File: config.mk
export PLATFORM = sky130hd
export DESIGN_NAME = alu_rr_arbiter
export DESIGN_NICKNAME = d
export VERILOG_FILES = /design/src/rtl/alu_rr_arbiter.sv
export SDC_FILE = /design/constraint.sdc
export NUM_CORES = 1
export LEC_CHECK = 0
export ABC_AREA = 1
export CAP_MARGIN = 20
export CELL_PAD_IN_SITES_DETAIL_PLACEMENT = 0
export CELL_PAD_IN_SITES_GLOBAL_PLACEMENT = 1
export CORE_MARGIN = 2
export CORE_UTILIZATION = 36
export DETAILED_ROUTE_END_ITERATION = 7
export DONT_BUFFER_PORTS = 1
export PLACE_DENSITY_LB_ADDON = 0.2
export SETUP_SLACK_MARGIN = 0.02
export SLEW_MARGIN = 20
export SYNTH_ARGS = -nofsm -noshare
export SYNTH_HDL_FRONTEND = slang
export SYNTH_SLANG_ARGS = --single-unit
File: constraint.sdc
create_clock -name clk_i -period 1.2 [get_ports clk_i]
set_input_delay 0.06 -clock clk_i [delete_from_list [all_inputs] [get_ports clk_i]]
set_output_delay 0.06 -clock clk_i [all_outputs]
set_load 0.02 [all_outputs]
File: src/rtl/alu_rr_arbiter.sv
`default_nettype none
// ============================================================================
// Module   : alu_rr_arbiter
// Brief    : Round-robin arbiter sharing one external combinational ALU among
//            els_p requesters, with a single-entry valid/yumi result register.
// Revision : 1.0 - initial release
// ============================================================================
module alu_rr_arbiter #(
    parameter int width_p    = 4,
    parameter int els_p      = 2,
    parameter int id_width_p = $clog2(els_p)
) (
    input  logic                       clk_i,
    input  logic                       reset_n_i,
    input  logic [els_p-1:0]           v_i,
    input  logic [2*els_p-1:0]         sel_i,
    input  logic [width_p*els_p-1:0]   a_i,
    input  logic [width_p*els_p-1:0]   b_i,
    output logic [els_p-1:0]           ready_o,
    output logic [1:0]                 alu_sel_o,
    output logic [width_p-1:0]         alu_a_o,
    output logic [width_p-1:0]         alu_b_o,
    input  logic [width_p-1:0]         alu_res_i,
    output logic                       v_o,
    output logic [width_p-1:0]         res_o,
    output logic [id_width_p-1:0]      id_o,
    input  logic                       yumi_i
);

    logic                  r_v;
    logic [width_p-1:0]    r_res;
    logic [id_width_p-1:0] r_id;
    logic [id_width_p-1:0] r_last;

    logic                  w_can_accept;
    logic                  w_any;
    logic                  w_fire;
    logic [id_width_p-1:0] w_pick;

    assign w_can_accept = !r_v || yumi_i;

    // Walk the search order backwards so the earliest valid candidate
    // (closest after r_last) is the last assignment and therefore wins.
    always_comb begin
        w_any  = 1'b0;
        w_pick = '0;
        for (int i = els_p; i >= 1; i--) begin
            if (v_i[(int'(r_last) + i) % els_p]) begin
                w_any  = 1'b1;
                w_pick = id_width_p'((int'(r_last) + i) % els_p);
            end
        end
    end

    // Grants are suppressed while reset is held so ready_o is quiet immediately.
    assign w_fire = reset_n_i && w_can_accept && w_any;

    generate
        for (genvar k = 0; k < els_p; k++) begin : g_ready
            assign ready_o[k] = w_fire && (w_pick == id_width_p'(k));
        end
    endgenerate

    assign alu_sel_o = w_fire ? sel_i[2*int'(w_pick) +: 2]           : '0;
    assign alu_a_o   = w_fire ? a_i[width_p*int'(w_pick) +: width_p] : '0;
    assign alu_b_o   = w_fire ? b_i[width_p*int'(w_pick) +: width_p] : '0;

    always_ff @(posedge clk_i or negedge reset_n_i) begin
        if (!reset_n_i) begin
            r_v    <= 1'b0;
            r_res  <= '0;
            r_id   <= '0;
            r_last <= id_width_p'(els_p - 1);
        end else if (w_fire) begin
            r_v    <= 1'b1;
            r_res  <= alu_res_i;
            r_id   <= w_pick;
            r_last <= w_pick;
        end else if (yumi_i) begin
            r_v    <= 1'b0;
        end
    end

    assign v_o   = r_v;
    assign res_o = r_res;
    assign id_o  = r_id;

endmodule
`default_nettype wire

==> qor.csv, run 1 <==
metric,value,unit
pin count of the biggest net entering global routing,15,
vias in the first global route,560,
DP Wirelength,918,um
CP max stage cell,dfstp_2,
first-pass GRT wire length,2600,um
period utilisation layout,114,%
Total Routed Length,1530,um
WS Path Type,flip-flop to output port,
"Hold Violations, Final",0,
RSZ-0062 raised after global routing,true,
"top cells by area, synth","dfrtp_1, nand2_1, nand3_1, a21oi_2, dfstp_2",
WL/cell,14.7,um
max incr delay on CP,0.56,ns
Buf/Inv on CP,2,
Critical Path RT,1.14,ns
H-tree depth,1,
Pwr per Cell Area,1110,nW/um^2
Syn Std Cell Area,519,um^2
Leak,0.359,nW
Worst Max-Slew Pin Slew,0.333,ns
Avg Inst Size Synth,7.21,um^2
Num CTS Buffers,3,
post-synthesis cell count,72,
Yosys reg bits,7,
Fmax,0.728,GHz
Yosys top cell by area,dfrtp_1,
Top delay family on crit path,flip-flops,
placed inst area,554,um^2
Clock transition at path regs,0.05,ns
die area,1760,um^2
antenna violations before repair,0,
yosys warns,0,
Synthesized Nets,101,
FP Rows,13,
Post-Layout Inst Area,797,um^2
n_diodes,0,
Routed Antenna Nets,0,
startpoint type of the worst setup path,flip-flop,
fin util,60.5,%
worst min-delay path class,input pin to flip-flop,
Initial Util,39.4,%
Final Max Slew Viols,0,
max-cap viol count,0,
share of the synthesized area in the top cell type,28.9,%
clock skew,0.00305,ns
Final setup viols,12,
GPL Wtd Cong,0.615,
width of the die,42.0,um
Remaining DRCs,0,
Final min period,1.37,ns
CP cell instances,nand2_4 > buf_6 > nand3_1 > a21oi_1 > buf_4,
Critical Path End Type,output port,
"most common cell after layout, fill and taps aside",nand2_1,
TritonCTS clock tree,done,
GRT busiest layer,met2,
met3 usage,8.62,%
normalized max-slew margin,77.7,%
met2 Usage GRT,30.0,%
layout cells sized above 1,44.9,%
number of top-level pins,47,
status,finished with violations,
GRT Residual Overflow,0,
"Clk Latency, worst-skew pair",0.25,ns
post-route setup TNS,-1.47,ns
vias post-DR,534,
failing checks,setup timing,
port bufs,0,
root buf cell,clkbuf_4,
All-Layer GR Usage,19.0,%
worst-path maximum fanout,10,
initial DRC count,4,
Avg Vias per Cell,5.13,
routing usage on met1,25.3,%
share of the yosys chip area belonging to registers,34.0,%
core area,1320,um^2
drt pass-1 iters,6,
"Data arrival, critical path",1.31,ns
Worst Slack Setup Final,-0.174,ns
Die H,42.0,um
CTS Buffer Depth,2,
fin nets,119,
most frequent cells in the layout,"nand2_1, nand3_1, nand2_2",
Netlist cell types,14,
area delta synth->final,53.5,%
VDD IR max,596,uV
clock sinks,7,
[report_power, final]
group          leakage, nW  internal [mW]  total [mW]  switching (mW)
Sequential          0.0842          0.279       0.346          0.0663
Clock               0.0150          0.127       0.211          0.0839
Combinational        0.260          0.129       0.326           0.197
Total                0.359          0.535       0.882           0.347
[final cells by class]
type	instances	area, um^2
Clock buffer	4	26.3
Fill cell	134	520
Inverter	5	18.8
Multi-Input combinational cell	58	413
Sequential cell	7	176
Tap cell	15	18.8
Timing Repair Buffer	15	144
[cell families after synthesis]
group / after synthesis / share of synthesized area (%)
DFF: 7 / 34.0
and+or+nand+nor: 46 / 41.9
buffers and inverters: 8 / 7.71
AOI/OAI and AO/OA: 11 / 16.4
[worst min-delay path, delay by kind of cell]
kind / cells / cell delay, ns
buffers and inverters: 1 / 0.04
AND/OR/NAND/NOR: 3 / 0.17
[routing by layer]
layer	share of wire (%)	vias up
met2	48	22
met5	0	-
li1	-	271
met1	44	241
met3	7.4	0
met4	0	0
[worst paths after layout]
path,from,end,slack [ns],cells past startpoint
min reg2reg,r_last,r_last,0.50,2
max reg2reg,v_o,res_o[3],0.11,6
min in group asynchronous,reset_n_i,res_o[1],0.14,1
max,r_last,alu_sel_o[1],-0.17,5
min,reset_n_i,res_o[1],0.07,4
max in group asynchronous,reset_n_i,r_last,0.76,1
[cells in the mapped netlist (all sizes together)]
cell / instances
buf: 3
dfstp: 1
nand3: 16
a21oi: 11
nor2: 3
inv: 5
dfrtp: 6
nand2: 27
[state kept, by name, indices dropped and copies added, names as in the netlist]
register	cells
id_o	1
res_o	4
r_last	1
v_o	1
[through the flow]
stage               hold WS (ns)  cells  power, mW  setup WS, ns
floorplan                 -0.236     72      0.524        0.0198
global placement          -0.235     89      0.558        0.0327
detailed placement        -0.235     89      0.564        0.0114
CTS                       0.0550    104      0.884        -0.183
global route              0.0997    104      0.951        -0.247
finish                    0.0655    104      0.882        -0.174
[timing repair]
| action | 4_1_cts | 5_1_grt |
|---|---|---|
| endpoints found under the hold margin | 11 | 0 |
| endpoints found under the setup margin | 12 | 16 |
| resized for setup | 20 | 6 |
| hold buffers | 5 | 0 |
| pin swaps | 7 | 8 |
| setup buffers | 5 | 0 |
| gates cloned | 1 | 0 |
No activity file was read; power rests on OpenSTA's default activity.
==> run 2, diff against run 1 <==
Settings changed: CELL_PAD_IN_SITES_DETAIL_PLACEMENT 0 to 1, CELL_PAD_IN_SITES_GLOBAL_PLACEMENT 1 to 2, CORE_UTILIZATION 36 to 26, CTS_CLUSTER_SIZE set to 40.
==> run 2 against run 1 <==
  * Worst hold slack worse by 0.0044 ns
  * Global-route usage shrank 2.8 points
  * Non-clock buffer count down 1
  * Via count grew 3.9%
  * Clock-buffer cell count did not move
  * Sequential power barely moved
  * The run still ends with setup timing left
  * Largest cell class unchanged
  * Critical path type unchanged
  * Sequential share of layout area decreased by 0.38 points
  * Critical path depth did not move
  * Clock power rose by 5%
==> qor.csv, run 2 (same netlist as run 1, synthesis figures left out) <==
metric,value,unit,change
status,finished with violations,,unchanged
failing checks,setup timing,,unchanged
n_diodes,0,,unchanged
max-cap viol count,0,,unchanged
WS Path Type,flip-flop to output port,,unchanged
FP Rows,16,,was 13
worst-path maximum fanout,5,,was 10
port bufs,0,,unchanged
Internal,532,uW,was 535 uW
sw power,356,uW,was 347 uW
Worst Slack Setup Final,-0.179,ns,was -0.174 ns
Num CTS Buffers,3,,unchanged
"Clk Latency, worst-skew pair",0.26,ns,was 0.25 ns
startpoint type of the worst setup path,flip-flop,,unchanged
root buf cell,clkbuf_4,,unchanged
Final setup viols,12,,unchanged
cell mode on critical path,nand2_4,,
WL/cell,14.7,um,about the same
Initial Util,27.0,%,was 39.4%
die area,2370,um^2,was 1760 um^2
clock share of power,24.9,%,was 23.9%
max incr delay on CP,0.56,ns,about the same
hold path startpoint,reset_n_i,,unchanged
CP max stage cell,dfstp_2,,unchanged
Remaining DRCs,0,,unchanged
width of the die,48.7,um,was 42.0 um
TritonCTS clock tree,done,,unchanged
initial DRC count,2,,was 4
WHS Path Cells,4,,unchanged
Critical Path End Type,output port,,unchanged
clock skew,0.00314,ns,was 0.00305 ns
register share of total power,38.7,%,was 39.2%
most frequent cells in the layout,"nand2_1, nand3_1, a21oi_4",,"was nand2_1, nand3_1, nand2_2"
layout cells sized above 1,44.3,%,was 44.9%
core area,1920,um^2,was 1320 um^2
H-tree depth,1,,unchanged
FF-to-FF setup slack,0.19,ns,was 0.11 ns
Routed Antenna Nets,0,,unchanged
clock sinks,7,,unchanged
DP Wirelength,1100,um,was 918 um
All-Layer GR Usage,16.1,%,was 19.0%
max FFs per register,4,,unchanged
combinational share of power,36.4,%,was 36.9%
VDD IR max,556,uV,was 596 uV
Setup Slack @ Placement,-0.0291,ns,was 0.0114 ns
Worst Max-Slew Pin Slew,0.338,ns,was 0.333 ns
worst min-delay path class,input pin to flip-flop,,unchanged
GRT Residual Overflow,0,,unchanged
Fmax,0.725,GHz,was 0.728 GHz
Total Routed Length,1690,um,was 1530 um
Final min period,1.38,ns,was 1.37 ns
"Data arrival, critical path",1.32,ns,was 1.31 ns
area delta synth->final,56.1,%,was 53.5%
Hold WS,0.0611,ns,was 0.0655 ns
antenna violations before repair,0,,unchanged
RSZ-0062 raised after global routing,true,,unchanged
R2R Path End,res_o[3],,unchanged
placed insts,101,,was 89
"most common cell after layout, fill and taps aside",nand2_1,,unchanged
drt pass-1 iters,3,,was 6
Worst Hold End,res_o[0],,was res_o[1]
Leak,0.359,nW,about the same
Avg Vias per Cell,4.83,,was 5.13
"Hold Violations, Final",0,,unchanged
worst r2r path cells,5,,was 6
period utilisation layout,115,%,was 114%
Final Non-Filler Cells,115,,was 104
vias post-DR,555,,was 534
Clock transition at path regs,0.05,ns,about the same
vias in the first global route,623,,was 560
GPL Wtd Cong,0.675,,was 0.615
number of top-level pins,47,,unchanged
Die H,48.7,um,was 42.0 um
reg2reg start,v_o,,unchanged
normalized max-slew margin,77.4,%,was 77.7%
Pwr Total,888,uW,was 882 uW
Switching Share,40.1,%,was 39.3%
first-pass GRT wire length,2930,um,was 2600 um
pin count of the biggest net entering global routing,15,,unchanged
Pwr per Cell Area,1100,nW/um^2,was 1110 nW/um^2
CTS Buffer Depth,2,,unchanged
fin nets,118,,was 119
fin util,42.2,%,was 60.5%
Critical Path Start,r_last,,unchanged
CP cell instances,nand2_4 > nand2_4 > nand2_1 > a21oi_1 > buf_4,,was nand2_4 > buf_6 > nand3_1 > a21oi_1 > buf_4
Final Max Slew Viols,0,,unchanged
Critical Path RT,1.14,ns,about the same
-- run 2: cell count changes in the layout (fill, tap and decap cells not counted) --
cell	previous run	this run
nand2_2	9	6
nand2_4	3	4
nand3_1	15	13
nand3_2	0	2
nand2_1	16	18
buf_6	5	4
-- run 2: layer usage --
metal  track usage [%]  wire (um)  share of wire, %  vias to the layer above
met5                 0          0                 0                        -
met3              8.64        152               9.0                        5
met2              26.3        823                49                       21
li1                  -          -                 -                      268
met4              5.71         26               1.5                        0
met1              17.7        683                41                      261
-- run 2: layout make-up --
type	instances	area, um^2
Fill cell	246	1110
Multi-Input combinational cell	58	423
Sequential cell	7	176
Timing Repair Buffer	14	133
Tap cell	27	33.8
Clock buffer	4	26.3
Inverter	5	18.8
-- run 2: worst max-delay path by stage --
stage                    to  slack, ns  cells past startpoint
3_3_place_gp     alu_b_o[1]       0.02                      4
3_5_place_dp   alu_sel_o[1]      -0.03                      5
6_report         alu_b_o[3]      -0.18                      5
5_1_grt        alu_sel_o[1]      -0.26                      5
4_1_cts          alu_b_o[3]      -0.20                      5
2_1_floorplan    alu_b_o[3]       0.02                      4
-- run 2: metrics by stage --
step	setup TNS, ns	cell area [um^2]
floorplan	0	519
global placement	0	569
detailed placement	-0.108	569
CTS	-2.01	772
global route	-2.56	811
finish	-1.69	811
-- run 2: repair_timing --
item	in CTS	in global routing
gates cloned	1	0
buffers inserted	4	0
pin swaps	2	8
hold endpoints to repair	11	0
hold buffers	5	0
endpoints found under the setup margin	12	12
gates resized for setup	15	11
-- run 2: power by group through the flow --
| stage | sequential, mW | combinational [mW] | clock, mW |
|---|---|---|---|
| global route | 0.349 | 0.356 | 0.252 |
| floorplan | 0.344 | 0.181 | 0 |
| detailed placement | 0.345 | 0.224 | 0 |
| CTS | 0.345 | 0.310 | 0.231 |
| finish | 0.344 | 0.323 | 0.221 |
| global placement | 0.343 | 0.219 | 0 |
-- run 2: worst max-delay path, delay by kind of cell (launching register included) --
kind                   cells  cell delay [ns]
AO/OA/AOI/OAI              1             0.12
buffers and inverters      1             0.16
AND/OR/NAND/NOR            3             0.22
flip-flops                 1             0.56
==> run 3, diff against run 2 <==
Settings changed: CAP_MARGIN 20 to not set, CORE_MARGIN 2 to not set.
==> run 3 against run 2 <==
  * The flow still finishes with violations (setup timing)
  * Non-clock buffer count is 1 higher
  * Clock power is 2% lower
  * Critical path type unchanged
  * Sequential share of layout area is 0.24 points higher
  * Largest cell class unchanged
  * Core utilization is 2.3 points higher
==> qor.csv, run 3 (same netlist as run 1, synthesis figures left out) <==
metric,value,unit,change
Critical Path End Type,output port,,unchanged
fin nets,120,,was 118
Final Max Slew Viols,0,,unchanged
FP Rows,15,,was 16
reg2reg start,v_o,,unchanged
Worst Slack Setup Final,-0.211,ns,was -0.179 ns
number of top-level pins,47,,unchanged
Final Non-Filler Cells,115,,unchanged
initial DRC count,6,,was 2
status,finished with violations,,unchanged
Routed Antenna Nets,0,,unchanged
root buf cell,clkbuf_4,,unchanged
Remaining DRCs,0,,unchanged
"most common cell after layout, fill and taps aside",nand2_1,,unchanged
Setup Slack @ Placement,-0.00253,ns,was -0.0291 ns
Total Routed Length,1780,um,was 1690 um
VDD IR max,800,uV,was 556 uV
area delta synth->final,54.5,%,was 56.1%
TritonCTS clock tree,done,,unchanged
layout cells sized above 1,45.6,%,was 44.3%
Final min period,1.41,ns,was 1.38 ns
"Data arrival, critical path",1.35,ns,was 1.32 ns
period utilisation layout,118,%,was 115%
normalized max-slew margin,75.2,%,was 77.4%
antenna violations before repair,0,,unchanged
"Hold Violations, Final",0,,unchanged
All-Layer GR Usage,17.6,%,was 16.1%
Post-Layout Inst Area,802,um^2,was 811 um^2
Final setup viols,12,,unchanged
Die H,46.7,um,was 48.7 um
placed inst area,574,um^2,was 569 um^2
CTS Buffer Depth,2,,unchanged
GPL Wtd Cong,0.657,,was 0.675
fill count,236,,was 246
WL/cell,15.4,um,was 14.7 um
GRT Residual Overflow,0,,unchanged
Initial Util,28.8,%,was 27.0%
startpoint type of the worst setup path,flip-flop,,unchanged
Worst Max-Slew Pin Slew,0.371,ns,was 0.338 ns
RSZ-0062 raised after global routing,true,,unchanged
first-pass GRT wire length,2610,um,was 2930 um
drt pass-1 iters,2,,was 3
n_diodes,0,,unchanged
Pwr per Cell Area,1110,nW/um^2,was 1100 nW/um^2
worst r2r path cells,5,,unchanged
Critical Path RT,1.14,ns,about the same
max FFs per register,4,,unchanged
most frequent cells in the layout,"nand2_1, nand3_1, a21oi_2, dfrtp_1",,"was nand2_1, nand3_1, a21oi_4"
pin count of the biggest net entering global routing,15,,unchanged
post-route setup TNS,-2.11,ns,was -1.69 ns
DP Wirelength,1130,um,was 1100 um
max-cap viol count,0,,unchanged
R2R Path End,res_o[0],,was res_o[3]
H-tree depth,1,,unchanged
worst-path maximum fanout,5,,unchanged
die area,2180,um^2,was 2370 um^2
placed insts,100,,was 101
vias post-DR,562,,was 555
Clock transition at path regs,0.05,ns,about the same
Leak,0.368,nW,was 0.359 nW
core area,1800,um^2,was 1920 um^2
critical path endpoint,alu_b_o[3],,unchanged
Avg Vias per Cell,4.89,,was 4.83
worst min-delay path class,input pin to flip-flop,,unchanged
FF-to-FF setup slack,0.08,ns,was 0.19 ns
width of the die,46.7,um,was 48.7 um
"Clk Latency, worst-skew pair",0.25,ns,was 0.26 ns
port bufs,0,,unchanged
Hold WS,0.0675,ns,was 0.0611 ns
clock sinks,7,,unchanged
Fmax,0.709,GHz,was 0.725 GHz
Num CTS Buffers,3,,unchanged
WS Path Type,flip-flop to output port,,unchanged
Critical Path Start,r_last,,unchanged
vias in the first global route,514,,was 623
clock skew,0.00191,ns,was 0.00314 ns
failing checks,setup timing,,unchanged
-- run 3: changes by cell type in the layout (fill, tap and decap cells not counted) --
| cell | previous run | this run |
|---|---|---|
| a21oi_2 | 1 | 6 |
| buf_4 | 5 | 4 |
| nand2_2 | 6 | 5 |
| nand3_4 | 1 | 2 |
| a21oi_4 | 8 | 3 |
| nand2_4 | 4 | 5 |
| buf_6 | 4 | 5 |
| buf_2 | 0 | 1 |
-- run 3: layout make-up --
cell class	count	area [um^2]	share of cell area, %
multi-input combinational	59	408	50.9
sequential	7	176	22.0
timing repair buffer	15	141	17.6
tap	25	31.3	3.90
clock buffer	4	26.3	3.28
inverter	5	18.8	2.34
-- run 3: critical path, stage by stage, from the launching register on --
cell and delay [ns]:
dfstp_2 0.56, nand2_4 0.09, nand2_4 0.11, nand2_1 0.06, a21oi_1 0.12, buf_4 0.15
-- run 3: where the power goes --
part	leakage (nW)	internal (mW)	switching, mW	total, mW
registers	0.0842	0.279	0.0700	0.349
logic	0.269	0.129	0.196	0.325
clock network	0.0150	0.127	0.0902	0.217
total	0.368	0.536	0.356	0.892
-- run 3: worst min-delay path by stage --
stage,startpoint,endpoint,slack [ns],cells past startpoint
2_1_floorplan,reset_n_i,id_o,-0.24,0
3_3_place_gp,reset_n_i,res_o[2],-0.24,0
3_5_place_dp,reset_n_i,res_o[2],-0.24,0
6_report,reset_n_i,res_o[2],0.07,4
5_1_grt,reset_n_i,res_o[1],0.07,4
4_1_cts,reset_n_i,res_o[2],0.06,4
-- run 3: per-layer routing --
metal	wire (um)	vias to the layer above	global-route usage (%)
met5	0	-	0
met4	6	0	3.43
met3	171	2	8.24
met2	846	25	27.5
met1	751	259	22.2
li1	-	276	-
-- run 3: stage by stage --
step | power [mW] | utilization (%)
6_report | 0.892 | 44.5
5_1_grt | 0.945 | 44.5
4_1_cts | 0.868 | 41.4
2_1_floorplan | 0.524 | -
3_3_place_gp | 0.564 | 31.9
3_5_place_dp | 0.572 | 31.9
-- run 3: timing repair --
item | 4_1_cts | 5_1_grt
hold buffers | 5 | 0
endpoints found under the setup margin | 12 | 19
buffers inserted | 2 | 1
cloned | 3 | 0
gates resized for setup | 11 | 13
pin swaps | 4 | 9
hold endpoints to repair | 11 | 0
